===== src/rtl/inj_sched_if.sv =====
// inj_sched_if: requester-side and router-side signals of the local injection scheduler.
// slave is the scheduler's view; master is the view of whatever drives the requesters and the router.
interface inj_sched_if #(
    parameter int NREQ   = 4,
    parameter int FLIT_W = 144
);
    logic                   inj_en;
    logic [NREQ-1:0]        req_valid;
    logic [NREQ*FLIT_W-1:0] req_flit;
    logic [NREQ-1:0]        req_ready;
    logic [FLIT_W-1:0]      portl0_ci;
    logic [FLIT_W-1:0]      portl1_ci;
    logic                   portl0_ack;
    logic                   portl1_ack;
    logic [1:0]             slot_busy;

    modport master (
        output inj_en, req_valid, req_flit, portl0_ack, portl1_ack,
        input  req_ready, portl0_ci, portl1_ci, slot_busy
    );

    modport slave (
        input  inj_en, req_valid, req_flit, portl0_ack, portl1_ack,
        output req_ready, portl0_ci, portl1_ci, slot_busy
    );
endinterface


===== src/rtl/inj_sched.sv =====
// inj_sched: shares the two router injection ports between NREQ requesters, one held flit each, round-robin.
// Define INJ_STATS_EN to add the inj_cnt/stall_cnt statistics outputs.
module inj_sched #(
    parameter int NREQ   = 4,
    parameter int FLIT_W = 144,
    parameter int IDXW   = 2
) (
    input  logic        clk,
    input  logic        rst,
    inj_sched_if.slave  bus
`ifdef INJ_STATS_EN
    ,
    output logic [31:0] inj_cnt,
    output logic [31:0] stall_cnt
`endif
);
    typedef enum logic {IDLE, OFFER} slot_st_e;

    slot_st_e          st_q   [2];
    slot_st_e          st_d   [2];
    logic [IDXW-1:0]   own_q  [2];
    logic [IDXW-1:0]   own_d  [2];
    logic [FLIT_W-1:0] flit_q [2];
    logic [FLIT_W-1:0] flit_d [2];
    logic [FLIT_W-1:0] hold_q [NREQ];
    logic [FLIT_W-1:0] hold_d [NREQ];
    logic [NREQ-1:0]   hold_v_q, hold_v_d, pend, pend1, clr, load;
    logic [IDXW-1:0]   rr_q, rr_d, g0, g1;
    logic [1:0]        ack, retire, elig, gnt;
    logic [IDXW:0]     p0, p1;

    // {found, index} of the set bit in v closest to start going upwards with wrap
    function automatic logic [IDXW:0] pick(input logic [NREQ-1:0] v, input int start);
        logic [IDXW:0] r;
        int best, d;
        r    = '0;
        best = NREQ;
        for (int j = 0; j < NREQ; j++) begin
            d = (j + NREQ - start) % NREQ;
            if (v[j] && d < best) begin
                best = d;
                r    = {1'b1, IDXW'(j)};
            end
        end
        return r;
    endfunction

    always_comb begin
        ack  = {bus.portl1_ack, bus.portl0_ack};
        load = bus.req_valid & ~hold_v_q;
        for (int s = 0; s < 2; s++) begin
            retire[s] = (st_q[s] == OFFER) && ack[s];
            elig[s]   = bus.inj_en && ((st_q[s] == IDLE) || ack[s]);
        end
        for (int i = 0; i < NREQ; i++) begin
            clr[i]  = (retire[0] && own_q[0] == IDXW'(i)) || (retire[1] && own_q[1] == IDXW'(i));
            pend[i] = hold_v_q[i] && !(st_q[0] == OFFER && own_q[0] == IDXW'(i))
                                  && !(st_q[1] == OFFER && own_q[1] == IDXW'(i));
        end
        p0     = pick(pend, int'(rr_q));
        gnt[0] = elig[0] && p0[IDXW];
        g0     = p0[IDXW-1:0];
        // slot 1 continues the search just past slot 0's grant so no register is claimed twice
        for (int i = 0; i < NREQ; i++)
            pend1[i] = pend[i] && !(gnt[0] && g0 == IDXW'(i));
        p1     = pick(pend1, gnt[0] ? int'(g0) + 1 : int'(rr_q));
        gnt[1] = elig[1] && p1[IDXW];
        g1     = p1[IDXW-1:0];
        rr_d   = gnt[1] ? IDXW'((int'(g1) + 1) % NREQ) :
                 gnt[0] ? IDXW'((int'(g0) + 1) % NREQ) : rr_q;
        hold_v_d = (hold_v_q & ~clr) | load;
        for (int i = 0; i < NREQ; i++)
            hold_d[i] = load[i] ? bus.req_flit[i*FLIT_W +: FLIT_W] : hold_q[i];
        st_d[0]   = gnt[0] ? OFFER : (retire[0] ? IDLE : st_q[0]);
        own_d[0]  = gnt[0] ? g0 : own_q[0];
        flit_d[0] = gnt[0] ? hold_q[g0] : flit_q[0];
        st_d[1]   = gnt[1] ? OFFER : (retire[1] ? IDLE : st_q[1]);
        own_d[1]  = gnt[1] ? g1 : own_q[1];
        flit_d[1] = gnt[1] ? hold_q[g1] : flit_q[1];
    end

    always_ff @(posedge clk or negedge rst) begin
        if (!rst) begin
            hold_v_q <= '0;
            hold_q   <= '{default: '0};
            st_q     <= '{default: IDLE};
            own_q    <= '{default: '0};
            flit_q   <= '{default: '0};
            rr_q     <= '0;
        end else begin
            hold_v_q <= hold_v_d;
            hold_q   <= hold_d;
            st_q     <= st_d;
            own_q    <= own_d;
            flit_q   <= flit_d;
            rr_q     <= rr_d;
        end
    end

    assign bus.req_ready = ~hold_v_q;
    assign bus.portl0_ci = (st_q[0] == OFFER) ? flit_q[0] : '0;
    assign bus.portl1_ci = (st_q[1] == OFFER) ? flit_q[1] : '0;
    assign bus.slot_busy = {st_q[1] == OFFER, st_q[0] == OFFER};

`ifdef INJ_STATS_EN
    logic [31:0] inj_cnt_q, inj_cnt_d, stall_cnt_q, stall_cnt_d;

    always_comb begin
        inj_cnt_d   = inj_cnt_q + 32'(retire[0]) + 32'(retire[1]);
        stall_cnt_d = stall_cnt_q + 32'((st_q[0] == OFFER && !ack[0]) || (st_q[1] == OFFER && !ack[1]));
    end

    always_ff @(posedge clk or negedge rst) begin
        if (!rst) begin
            inj_cnt_q   <= '0;
            stall_cnt_q <= '0;
        end else begin
            inj_cnt_q   <= inj_cnt_d;
            stall_cnt_q <= stall_cnt_d;
        end
    end

    assign inj_cnt   = inj_cnt_q;
    assign stall_cnt = stall_cnt_q;
`endif
endmodule


===== src/flat_wrapper.sv =====
// flat-port wrapper written by rule: the top's interface ports become plain ports
module inj_sched_flat 
#(
    parameter int NREQ   = 4,
    parameter int FLIT_W = 144,
    parameter int IDXW   = 2
)
  (clk, rst, bus_inj_en, bus_req_valid, bus_req_flit, bus_portl0_ack, bus_portl1_ack, bus_req_ready, bus_portl0_ci, bus_portl1_ci, bus_slot_busy);
  inj_sched_if #(.NREQ(NREQ), .FLIT_W(FLIT_W)) bus_i ();
  input  logic clk;
  input  logic rst;
  input wire logic [$bits(bus_i.inj_en)-1:0] bus_inj_en;
  input wire logic [$bits(bus_i.req_valid)-1:0] bus_req_valid;
  input wire logic [$bits(bus_i.req_flit)-1:0] bus_req_flit;
  input wire logic [$bits(bus_i.portl0_ack)-1:0] bus_portl0_ack;
  input wire logic [$bits(bus_i.portl1_ack)-1:0] bus_portl1_ack;
  output wire logic [$bits(bus_i.req_ready)-1:0] bus_req_ready;
  output wire logic [$bits(bus_i.portl0_ci)-1:0] bus_portl0_ci;
  output wire logic [$bits(bus_i.portl1_ci)-1:0] bus_portl1_ci;
  output wire logic [$bits(bus_i.slot_busy)-1:0] bus_slot_busy;
  assign bus_i.inj_en = bus_inj_en;
  assign bus_i.req_valid = bus_req_valid;
  assign bus_i.req_flit = bus_req_flit;
  assign bus_i.portl0_ack = bus_portl0_ack;
  assign bus_i.portl1_ack = bus_portl1_ack;
  assign bus_req_ready = bus_i.req_ready;
  assign bus_portl0_ci = bus_i.portl0_ci;
  assign bus_portl1_ci = bus_i.portl1_ci;
  assign bus_slot_busy = bus_i.slot_busy;
  inj_sched #(.NREQ(NREQ), .FLIT_W(FLIT_W), .IDXW(IDXW)) u_core (.clk(clk), .rst(rst), .bus(bus_i));
endmodule

===== config.mk =====
export PLATFORM = sky130hd
export DESIGN_NAME = inj_sched_flat
export DESIGN_NICKNAME = d
export VERILOG_FILES = /design/src/rtl/inj_sched_if.sv /design/src/rtl/inj_sched.sv /design/src/flat_wrapper.sv
export SDC_FILE = /design/constraint.sdc
export NUM_CORES = 2
export LEC_CHECK = 0
export BUFFER_PORTS_ARGS = -buffer_cell sky130_fd_sc_hd__buf_2
export CAP_MARGIN = 20
export CORE_AREA = 3 3 342 344
export DETAILED_ROUTE_END_ITERATION = 7
export DIE_AREA = 0 0 345 347
export PLACE_DENSITY_LB_ADDON = 0.25
export SLEW_MARGIN = 10
export SYNTH_ARGS = -nofsm -noshare
export SYNTH_HDL_FRONTEND = slang
export SYNTH_SLANG_ARGS = --single-unit

===== constraint.sdc =====
create_clock -name clk -period 22.9 [get_ports clk]
set_clock_uncertainty 0.15 [all_clocks]
set_input_delay 1.145 -clock clk [delete_from_list [all_inputs] [get_ports clk]]
set_output_delay 1.145 -clock clk [all_outputs]
set_load 0.02 [all_outputs]

======== Word level (Yosys, flattened, before mapping) ========
Index checks and enable logic that the tools add are counted.
word-level totals
  output and inout bits ................... 294
  input port bits ......................... 585
  bits in registers ....................... 876
  word-level logic and storage cells ...... 165
operators by class
  mux-type cells .......................... 29
  add/sub/neg operators ................... 10
  reduce and logical (&&, ||, !) cells .... 78
  bitwise logic cells ..................... 17
  equal/unequal tests ..................... 9
  $lt $le $gt $ge ......................... 10
operators with widths
  operator               number
  $mux 144               6
  $bmux 144 s2           2
  $mux 32                7
  $lt 3x32->1            6
  $sub 4x32->32 const A  4
  $logic_and 1x1->1      46
  $mux 3                 8
  $reduce_or 2->1        8
  $sub 3x2->4 const A    4
  $eq 2x2->1 const B     6
  $logic_not 1->1        12
  $and 1x1->1            8
  $and 4x4->4            2
  $lt 3x4->1 const B     2
  $not 4->4              2
  $eq 2x1->1 const B     3
  $ge 3x3->1 const B     2
  $logic_not 2->1        3
  $logic_or 1x1->1       6
  $not 2->3              2
  $reduce_bool 2->1      3
  $mux 1                 4
  $mux 2                 2
  $or 4x4->4             1
  3 further kinds        4

======== Depth between registers and ports, before layout ========
  depth in word-level cells ............... 37
  depth in mapped cells ................... 56
  gate-level depth less buffers ........... 48

======== Worst setup path before layout ========
No wires, ideal clock.
  path type ............................... register -> register
  start point ............................. reg u_core.st_q, in the netlist u_core.bus.slot_busy[1]
  end point ............................... reg u_core.flit_q[100] (netlist bit)
  buffers on the path ..................... 8
  stages on the path, launching flop included .. 53
  required time ........................... 22,620 ps
  arrival ................................. 9,761 ps
  library setup time ...................... 130 ps
  slack ................................... 12,859 ps
  clock period less this slack ............ 10,041 ps
  path through ............................ dfrtp_1 buf_2 nor2b_4 a221o_1 mux2i_1 a32oi_1 ha_1 a21oi_1 nand4_1 a21o_1 a21bo_2 nor2_1 a21oi_1 ha_1 inv_1 a31oi_2 a221oi_4 nand2_2 [17 not listed] ha_1 inv_1 a2111oi_0 o21ai_0 a21oi_1 and2_1 a31oi_2 clkbuf_1 nor2_1 a21o_1 ha_1 a21oi_1 a22oi_1 buf_4 buf_6 buf_6 o221ai_2 a31oi_1
between the ends
  cells in the longest elaborated chain, start to end .. 35
  elaborated cells between the ends (all ways) .. 80
  classes of those cells .................. 5 x add/sub; 7 x order compare; 3 x eq/ne; 18 x mux; 6 x bitwise; 41 x reduce/logical
ends and longest elaborated chain
  element                                      RTL line         source
  start, declared                              inj_sched.sv:19  slot_st_e st_q [2];
  start signal, assigned                       inj_sched.sv:93  st_q <= st_d;
  $logic_and 1x1->1                            inj_sched.sv:58  && !(st_q[1] == OFFER && own_q[1] == IDXW'(i));
  $logic_not 1->1                              inj_sched.sv:58
  $logic_and 1x1->1                            inj_sched.sv:58
  $logic_and 1x1->1                            inj_sched.sv:40  if (v[j] && d < best) begin
  $mux 32                                      inj_sched.sv:40
  $lt 3x32->1                                  inj_sched.sv:40
  $logic_and 1x1->1                            inj_sched.sv:40
  $mux 32                                      inj_sched.sv:40
  [6 not listed]                               n/a
  net u_core.p0[1]                             inj_sched.sv:30  logic [IDXW:0] p0, p1;
  [12 not listed]                              n/a
  $logic_and 1x1->1                            inj_sched.sv:40
  $mux 32                                      inj_sched.sv:40
  $lt 3x32->1                                  inj_sched.sv:40
  $logic_and 1x1->1                            inj_sched.sv:40
  $mux 3 *                                     inj_sched.sv:40
  $not 2->3 (implied by the code)              inj_sched.sv:79  flit_d[1] = gnt[1] ? hold_q[g1] : flit_q[1];
  $bmux 144 s2                                 inj_sched.sv:79
  $mux 144 (implied by the code) (2 in a row)  inj_sched.sv:79
  end signal, assigned                         inj_sched.sv:95  flit_q <= flit_d;
  end, declared                                inj_sched.sv:23  logic [FLIT_W-1:0] flit_q [2];
Mark *: on every way through the listed nets, which the timed path passes. The rest lies on a longest branch. The select of a mux whose other input is x is not followed.
A chain may end at the register's enable or synchronous reset.

======== Final worst setup path ========
  start point ............................. reg u_core.st_q, in the netlist u_core.bus.slot_busy[0]
  end point ............................... reg u_core.flit_q[70] (netlist bit)
between the ends
  cells in the longest elaborated chain, start to end .. 36
  elaborated cells between the ends (all ways) .. 84
  classes of those cells .................. 5 x add/sub; 7 x order compare; 3 x eq/ne; 18 x mux; 6 x bitwise; 45 x reduce/logical
ends and longest elaborated chain
  element                                      RTL line         source
  $logic_and 1x1->1                            inj_sched.sv:57  pend[i] = hold_v_q[i] && !(st_q[0] == OFFER && own_q[0] == IDXW'(i))
  $logic_not 1->1                              inj_sched.sv:57
  $logic_and 1x1->1                            inj_sched.sv:57
  $logic_and 1x1->1                            inj_sched.sv:58
  $logic_and 1x1->1                            inj_sched.sv:40
  $mux 32                                      inj_sched.sv:40
  $lt 3x32->1                                  inj_sched.sv:40
  $logic_and 1x1->1                            inj_sched.sv:40
  [19 not listed]                              n/a
  $logic_and 1x1->1                            inj_sched.sv:40
  $mux 32                                      inj_sched.sv:40
  $lt 3x32->1                                  inj_sched.sv:40
  $logic_and 1x1->1                            inj_sched.sv:40
  $mux 3 *                                     inj_sched.sv:40
  $not 2->3 (implied by the code)              inj_sched.sv:79
  $bmux 144 s2                                 inj_sched.sv:79
  $mux 144 (implied by the code) (2 in a row)  inj_sched.sv:79
Mark *: on every way between the ends. The rest lies on a longest branch, timed or not. The select of a mux whose other input is x is not followed.

==> flow_summary.yaml <==
floorplanning:
  dieArea_sq_um: 120000
  die_x_um: 345
  start_util_pct: 39.3
  core_sq_um: 114000
  die_y_um: 347
  io_pins: 879
  core.rowCount: 124
setup_path:
  worstSetupPathType: "reg -> reg"
  max_stage_delay_ns: 0.78
  crit_arrival_ns: 15.11
  worstSetupEndpointType: "flip-flop"
  cp_slowest_cell: "buf_4"
  timing.rr.end: "u_core.flit_q[70]"
  cp-start-kind: "flip-flop"
  r2r_start: "u_core.bus.slot_busy[0]"
  worst-path-max-fanout: 74
  critPathRequiredTime_ns: 23.38
  rrSetupSlack_ns: 8.28
  cpMostUsedCell: "ha_1"
  r2r_cells: 48
  crit_start: "u_core.bus.slot_busy[0]"
timing:
  fin_crit_ns: 14.62
  fmax_mhz: 68.4
  finalHoldViolations: 0
  grt_setup_unrepaired: "false"
  worst-slew-pin-transition_ns: 1.24
  slew_violations: 0
  setup_viol: 0
  finalSetupTns_ns: 0
  relSlewSlack_pct: 17.3
  post-route-period-util_pct: 63.9
yosys:
  netlist_instances: 4144
  synth_most_common_cell: "dfrtp_1"
  synth_top_area_share_pct: 48.8
  ys_seq_area_share_pct: 48.8
  synth_common_cells: "dfrtp_1, mux2_2, clkbuf_1"
  netlist_area_sq_um: 44900
  yosys_warnings: 0
  ys_ff_latch: 876
  syn_avg_cell_area_sq_um: 10.8
  ys_async_sr_fraction_pct: 100
  synthDistinctLibCells: 80
  synth_area_leaders: "dfrtp_1, mux2_2, o221ai_1, and2_1, a31oi_1"
  synth.largest_area_cell: "dfrtp_1"
  synth_ff_type: "dfrtp_1"
  synth_edf_count: 0
drt:
  viasPerCell: 6.39
  vias: 40900
  wl_per_cell_um: 29.9
  drc: 0
  firstDrtPassIters: 6
  drt_iter0_drc: 4504
  antenna_left: 0
  finalWirelength_mm: 191
clocking:
  post_cts_resized: 0
  cts.sinks: 876
  cts-root-buf: "clkbuf_16"
  cts-hold-fix-buffers: 0
  cts_setup_buffers: 0
  clockBufferDepth: 3
  cts_buffers: 100
  path_clk_slew_ns: 0.06
  cts_max_level: 3
  tritoncts: "done"
  clkLatencyLatePin_ns: 0.73
placed_design:
  port-buffer-count: 878
  gp_congestion: 0.847
  dp_hpwl_mm: 114
final_layout:
  nNetsFinal: 5346
  syn_to_final_growth_pct: 20.0
  drive_gt1_share_pct: 37.2
  fillers: 10700
global_route:
  gr-total-overflow: 0
  grt_pass1_vias: 41000
  grt_max_degree: 164
  grt_pass1_wl_mm: 280
  antenna_found_initial: 81
  grt_use_total_pct: 30.7
run:
  drv_cap: 0
outcome:
  outcome: "finished, final reports clean"
worst_hold_path:
  hp-class: "in -> async"
## worst max-delay path by stage
stage                               to  slack [ns]  cells past startpoint
global placement     u_core.flit_q[39]        8.86                     48
CTS                  u_core.flit_q[50]        8.52                     48
detailed placement   u_core.flit_q[43]        8.61                     48
global route         u_core.flit_q[51]        7.65                     48
floorplan           u_core.flit_q[100]       12.86                     52
finish               u_core.flit_q[70]        8.28                     48
## sequential cells by signal (all words and copies together) (netlist names)
| signal | flops |
|---|---|
| u_core.bus.slot_busy | 2 |
| u_core.flit_q | 288 |
| u_core.hold_q | 576 |
| u_core.hold_v_q | 4 |
| u_core.own_q | 4 |
| u_core.rr_q | 2 |
## through the flow
stage | worst slack, ns | std cells | instance area, sq um | util, % | hold slack [ns]
floorplan | 12.86 | 4145 | 44900 | - | 0.292
global placement | 8.86 | 6158 | 50100 | 43.9 | 0.306
detailed placement | 8.61 | 6158 | 50100 | 43.9 | 0.315
CTS | 8.52 | 6344 | 53700 | 47.0 | 0.291
global route | 7.65 | 6392 | 53800 | 47.1 | 0.312
finish | 8.28 | 6407 | 53900 | 47.2 | 0.284
## layer usage
| metal | vias to the layer above | global-route usage, % | part of all wire, % |
|---|---|---|---|
| li1 | 16900 | - | - |
| met1 | 20700 | 39.8 | 39 |
| met2 | 2749 | 47.1 | 46 |
| met3 | 557 | 8.09 | 10 |
| met4 | 28 | 16.1 | 4.6 |
| met5 | - | 0.0785 | 0.10 |
## critical path: cells and delay by family, from the launching register on
kind / cells / cell delay [ns]
simple gates: 11 / 2.70
fa+ha+maj: 7 / 1.97
compound gates: 21 / 4.80
flops: 1 / 0.64
mux: 2 / 0.52
buf+inv: 7 / 3.60
## kinds of logic after synthesis
| kind of cell | count (synthesis) | synth area share, % |
|---|---|---|
| muxes | 582 | 14.6 |
| xor gates and xnor gates | 2 | 0.0390 |
| adders and majority gates | 12 | 0.335 |
| DFF | 876 | 48.8 |
| and+or+nand+nor | 1166 | 14.2 |
| buffers and inverters | 464 | 4.29 |
| AOI/OAI and AO/OA | 1041 | 17.7 |
| other | 1 | 0.00835 |
## final cells by class
class                   count  area [sq um]  area share, %
flip-flops and latches    876         21900           40.7
diodes                     62           155          0.288
clock inverters            49           688           1.28
multi-input cells        2805         21200           39.4
well taps                1512          1890           3.51
repair buffers            953          5040           9.35
inverters                  13          51.3         0.0952
clock buffers             137          2880           5.35
## cell usage in the layout (no fill, tap or decap), types with 50 or more instances in the layout
master and count:
mux2_2 577, o221ai_1 238, buf_4 70, o211ai_1 109, nor2_1 265, and3_1 58
and4_1 89, a31oi_1 252, dfrtp_1 874, and2_1 293, nand3_1 152, o31a_1 89
buf_2 877, or3_1 108, diode_2 62, nand2_1 120, clkbuf_16 101, a21oi_1 155
o221ai_2 50
Power is not shown: default switching activity piles up to over one toggle a cycle in this logic, so the estimate is an artifact.
